### src/rtl/vram_pkg.sv
// Shared types and constants for the VRAM arbiter and its posted-write buffer.
package vram_pkg;

    localparam int unsigned VRAM_AW     = 15;
    localparam int unsigned VRAM_DW     = 8;
    // Video read latency: address cycle, RAM output cycle, then registered vid_data.
    localparam int unsigned VID_LATENCY = 2;

    typedef enum logic [1:0] {
        StIdle  = 2'd0,
        StIssue = 2'd1,
        StRdcap = 2'd2,
        StAck   = 2'd3
    } vram_arb_state_t;

endpackage

### src/rtl/vram_wbuf.sv
// One-entry posted-write buffer for the VRAM arbiter; only built with VRAM_POSTED_WRITE_EN.
// It drains into RAM on the first cycle the video fetcher leaves the port free.
`ifdef VRAM_POSTED_WRITE_EN
module vram_wbuf
    import vram_pkg::*;
(
    input  logic               pixel_clock,
    input  logic               reset,
    input  logic               push,
    input  logic [VRAM_AW-1:0] push_addr,
    input  logic [VRAM_DW-1:0] push_data,
    input  logic               vid_busy,
    output logic               full,
    output logic               drain,
    output logic [VRAM_AW-1:0] drain_addr,
    output logic [VRAM_DW-1:0] drain_data
);

    logic               valid_q;
    logic [VRAM_AW-1:0] addr_q;
    logic [VRAM_DW-1:0] data_q;

    assign full       = valid_q;
    assign drain      = valid_q && !vid_busy;
    assign drain_addr = addr_q;
    assign drain_data = data_q;

    // The arbiter only pushes while empty, so push and drain never coincide.
    always_ff @(posedge pixel_clock) begin
        if (reset) begin
            valid_q <= 1'b0;
            addr_q  <= '0;
            data_q  <= '0;
        end else if (push) begin
            valid_q <= 1'b1;
            addr_q  <= push_addr;
            data_q  <= push_data;
        end else if (drain) begin
            valid_q <= 1'b0;
        end
    end

endmodule
`endif

### src/rtl/vram_arbiter.sv
// Single-port VRAM arbiter: video fetches always win, the CPU uses the free cycles.
// Define VRAM_POSTED_WRITE_EN to add a one-entry posted-write buffer (vram_wbuf).
module vram_arbiter
    import vram_pkg::*;
(
    input  logic               pixel_clock,
    input  logic               reset,
    input  logic               vid_rd,
    input  logic [VRAM_AW-1:0] vid_addr,
    output logic [VRAM_DW-1:0] vid_data,
    input  logic               cpu_req,
    input  logic               cpu_we,
    input  logic [VRAM_AW-1:0] cpu_addr,
    input  logic [VRAM_DW-1:0] cpu_wdata,
    output logic [VRAM_DW-1:0] cpu_rdata,
    output logic               cpu_ack,
    output logic               cpu_wait,
    output logic [VRAM_AW-1:0] mem_addr,
    output logic               mem_we,
    output logic [VRAM_DW-1:0] mem_wdata,
    input  logic [VRAM_DW-1:0] mem_rdata
);

    vram_arb_state_t    state_q, state_d;
    logic               req_q;
    logic               ack_prev_q;
    logic               vid_cap_q;
    logic [VRAM_DW-1:0] vid_data_q;
    logic [VRAM_DW-1:0] cpu_rdata_q;
    logic               cpu_issue;
    logic               rd_capture;
    logic               ack_fsm;

`ifdef VRAM_POSTED_WRITE_EN
    logic               wbuf_push;
    logic               wbuf_full;
    logic               wbuf_drain;
    logic [VRAM_AW-1:0] wbuf_addr;
    logic [VRAM_DW-1:0] wbuf_data;
    logic               post_ack_q;

    vram_wbuf u_wbuf (
        .pixel_clock (pixel_clock),
        .reset       (reset),
        .push        (wbuf_push),
        .push_addr   (cpu_addr),
        .push_data   (cpu_wdata),
        .vid_busy    (vid_rd),
        .full        (wbuf_full),
        .drain       (wbuf_drain),
        .drain_addr  (wbuf_addr),
        .drain_data  (wbuf_data)
    );

    always_ff @(posedge pixel_clock) begin
        if (reset) begin
            post_ack_q <= 1'b0;
        end else begin
            post_ack_q <= wbuf_push;
        end
    end

    assign cpu_ack = ack_fsm || (post_ack_q && cpu_req);
`else
    assign cpu_ack = ack_fsm;
`endif

    assign cpu_wait  = cpu_req && !cpu_ack;
    assign vid_data  = vid_data_q;
    assign cpu_rdata = cpu_rdata_q;

    // Arbitration acts on a request that has been held for a full cycle, and never on the
    // cycle right after an ack, when the CPU may still be showing the finished request.
    always_comb begin
        state_d    = state_q;
        cpu_issue  = 1'b0;
        rd_capture = 1'b0;
        ack_fsm    = 1'b0;
`ifdef VRAM_POSTED_WRITE_EN
        wbuf_push  = 1'b0;
`endif
        case (state_q)
            StIdle: begin
`ifdef VRAM_POSTED_WRITE_EN
                if (!wbuf_full && !ack_prev_q) begin
                    if (cpu_req && cpu_we) begin
                        wbuf_push = 1'b1;
                    end else if (req_q && cpu_req && !cpu_we) begin
                        state_d = StIssue;
                    end
                end
`else
                if (req_q && cpu_req && !ack_prev_q) begin
                    state_d = StIssue;
                end
`endif
            end
            StIssue: begin
                if (!cpu_req) begin
                    state_d = StIdle;
                end else if (!vid_rd) begin
                    cpu_issue = 1'b1;
                    state_d   = cpu_we ? StAck : StRdcap;
                end
            end
            StRdcap: begin
                rd_capture = 1'b1;
                state_d    = StAck;
            end
            StAck: begin
                // A request withdrawn mid-access still completes, but is not acknowledged.
                ack_fsm = cpu_req;
                state_d = StIdle;
            end
            default: state_d = StIdle;
        endcase
    end

    always_comb begin
        mem_addr  = vid_addr;
        mem_we    = 1'b0;
        mem_wdata = cpu_wdata;
        if (cpu_issue) begin
            mem_addr = cpu_addr;
            mem_we   = cpu_we;
        end
`ifdef VRAM_POSTED_WRITE_EN
        else if (wbuf_drain) begin
            mem_addr  = wbuf_addr;
            mem_we    = 1'b1;
            mem_wdata = wbuf_data;
        end
`endif
    end

    always_ff @(posedge pixel_clock) begin
        if (reset) begin
            state_q     <= StIdle;
            req_q       <= 1'b0;
            ack_prev_q  <= 1'b0;
            vid_cap_q   <= 1'b0;
            vid_data_q  <= '0;
            cpu_rdata_q <= '0;
        end else begin
            state_q    <= state_d;
            req_q      <= cpu_req;
            ack_prev_q <= cpu_ack;
            vid_cap_q  <= vid_rd;
            if (vid_cap_q) begin
                vid_data_q <= mem_rdata;
            end
            if (rd_capture) begin
                cpu_rdata_q <= mem_rdata;
            end
        end
    end

endmodule

### config.mk
export PLATFORM = sky130hd
export DESIGN_NAME = vram_arbiter
export DESIGN_NICKNAME = d
export VERILOG_FILES = /design/src/rtl/vram_pkg.sv /design/src/rtl/vram_wbuf.sv /design/src/rtl/vram_arbiter.sv
export SDC_FILE = /design/constraint.sdc
export NUM_CORES = 1
export LEC_CHECK = 0
export CORE_MARGIN = 4
export CORE_UTILIZATION = 28
export CTS_CLUSTER_SIZE = 10
export DETAILED_ROUTE_END_ITERATION = 10
export GPL_TIMING_DRIVEN = 0
export PLACE_DENSITY_LB_ADDON = 0.05
export SETUP_SLACK_MARGIN = 0.1
export SLEW_MARGIN = 0
export SYNTH_ARGS = -nofsm -noshare
export SYNTH_HDL_FRONTEND = slang
export SYNTH_SLANG_ARGS = --single-unit
export TNS_END_PERCENT = 30
### constraint.sdc
create_clock -name pixel_clock -period 2.1 [get_ports pixel_clock]
set_input_delay 0.63 -clock pixel_clock [delete_from_list [all_inputs] [get_ports pixel_clock]]
set_output_delay 0.63 -clock pixel_clock [all_outputs]
set_load 0.01 [all_outputs]
==> flow_metrics.tcl <==
set metrics [dict create \
    rrSetupSlack_ps 840 \
    cts-hold-fix-buffers 0 \
    tightest_slew_ps 464 \
    core_area_sq_mm 0.00347 \
    critPathRequiredTime_ps 1470 \
    die_y_um 69.0 \
    min_path_cells 2 \
    stdcell_count 250 \
    wl_mm 3.21 \
    clock_latency_ps 260 \
    synth_edf_count 0 \
    portBuffers 84 \
    p_total_uw 954 \
    fmax_mhz 438 \
    netlist_instances 106 \
    ff2ff_path_depth 5 \
    peakVddDrop_v 0.000313 \
    power.density_mw_per_mm2 444 \
    grt_pass1_wl_mm 4.82 \
    cts_buffers 3 \
    synth.area.top_cells "dfxtp_1 (40%), mux2_4 (12%), mux2i_1 (7.7%)" \
    drv_slew 0 \
    path_class "input port to primary output" \
    place_ws_ps -1240 \
    ys_types 24 \
    top_layer_used "met4" \
    drc_errors 0 \
    fin_util 0.620 \
    wl_met2_mm 1.77 \
    min_to "cpu_rdata[7]$_SDFFE_PP0N_" \
    hold_start "cpu_rdata[7]$_SDFFE_PP0N_" \
    avgViaCountPerCell 4.33 \
    start_kind "input port" \
    gp_congestion 0.743 \
    ys_seq_elements 21 \
    place.detailed.hpwl_mm 2.61 \
    path_clk_slew_ps 70 \
    vias 1083 \
    syn_nets 157 \
    whs_ps 463 \
    synth.yosys.warnings 0 \
    synth_flop_cell "dfxtp_1" \
    grt_antenna_before_repair 0 \
    fillers 299 \
    max_cap_viol_count 0 \
    seq_area_frac_synth 0.404 \
    final_hold_viol_count 0 \
    areaGrowthSynthToFinish_pct 106 \
    cts.sinks 21 \
    met1_length_mm 1.19 \
    drive_above_1_share 0.299 \
    violations "setup timing" \
    post_drt_wl_per_cell_um 12.9 \
    p_leak_uw 0.000889 \
    drtAntennaViolNets 0 \
    overflow 0 \
    cts_htree_levels 1 \
    skew_ps 4.95 \
    dr.pass1.iters 4 \
    drt_first_iter_violations 34 \
    cts_root_buf "clkbuf_8" \
    yosysMostFrequentCell "dfxtp_1" \
    rsz0062_at_grt "yes" \
    synth_top_area_cell "dfxtp_1" \
    end_kind "primary output" \
    synthesis.area_sq_mm 0.00104 \
    ios 93 \
    first_global_vias 1084 \
    dieArea_sq_mm 0.00476 \
    synth_top_area_frac 0.404 \
    die_width_um 69.0 \
    cts_buffer_depth 2 \
    start_util 0.300 \
    fin_ws_ps -185 \
    diodes 0 \
    arrival_ps 1650 \
    slew_headroom 0.691 \
    status "finished with violations" \
    period_share 1.09 \
    synthTopCellsByCount "dfxtp_1 (21), nand2_1 (16)" \
    cts_tree "done" \
    min_path_type "flop to flop" \
    core.rowCount 21 \
    post-route-min-period_ps 2280 \
    setup_viol 15 \
    synthArstFlopShare 0 \
    dp_cells 236 \
    grt_max_degree 13 \
    met3WireLength_um 244 \
    path_max_fanout 6 \
    num-nets-final 256 \
    syn_area_per_cell_sq_um 9.82 \
    grtUsageTotal 0.135 \
]
-- per-stage QoR --
step	instance area [sq um]	setup TNS [ps]
floorplan	1050	0
detailed placement	1940	-19650
CTS	2140	-2960
global route	2150	-2910
finish	2150	-2400
global placement	1940	-18770
-- layer usage --
layer,GRT usage,vias up
met5,0,-
met4,0.0219,0
met3,0.0502,5
met2,0.237,45
met1,0.159,492
li1,-,541
-- critical path, stage by stage --
cell    delay (ps)
buf_8          100
nor3_4         210
buf_6          160
buf_8          130
mux2_4         300
buf_6          120
-- worst max path at each step --
stage | from | endpoint | slack (ps) | cells past startpoint
6_report | vid_rd | mem_addr[8] | -180 | 6
5_1_grt | vid_rd | mem_addr[8] | -220 | 6
3_3_place_gp | cpu_req | mem_addr[6] | -1180 | 6
3_5_place_dp | cpu_req | mem_addr[8] | -1240 | 6
4_1_cts | cpu_req | mem_addr[10] | -220 | 7
2_1_floorplan | cpu_req | mem_addr[10] | 5 | 4
-- layout make-up --
type                       instances  area, sq um  share of cell area
inverter                           1         3.75             0.00175
sequential                        21          422               0.196
clock buffer                       3         41.3              0.0192
multi-input combinational         70          553               0.257
tap                               46         57.6              0.0268
buffer                            14         95.1              0.0442
timing repair buffer              94          972               0.452
clock inverter                     1         5.00             0.00233
-- flip-flops by register name (all words and copies together) (netlist names), named ones only --
register    count
ack_prev_q      1
cpu_rdata       8
req_q           1
state_q         1
vid_cap_q       1
vid_data        8
-- placed cells by master (no fill, tap or decap), drive strengths merged, types with 2 or more instances in the layout --
master          n
nor2            8
clkbuf          7
nand2          17
nor2b           4
buf            38
mux2i           8
dfxtp          21
clkdlybuf4s50  64
a21oi           8
mux2           15
dlygate4sd2     2
-- power by group --
| part | switching (uW) | leakage [uW] | internal (uW) | total (uW) |
|---|---|---|---|---|
| sequential | 8.85 | 0.000171 | 412 | 421 |
| combinational | 86.8 | 0.000692 | 194 | 281 |
| clock | 120 | 0.0000255 | 132 | 252 |
| total | 216 | 0.000889 | 738 | 954 |
-- cells by family (layout without fill, tap and decap cells) --
family / count (synthesis) / after routing / share of synthesized area
DFF: 21 / 21 / 0.404
and+or+nand+nor: 34 / 34 / 0.157
AOI/OAI and AO/OA: 13 / 13 / 0.0757
buffers and inverters: 15 / 113 / 0.0949
muxes: 23 / 23 / 0.268
-- timing repair --
item                                    4_1_cts  5_1_grt
gates cloned                                  1        0
pin swaps                                     1        1
gates resized for setup                     105        3
endpoints found under the setup margin       18       16
setup buffers                                 9        0
Power figures use the tool's default switching activity.
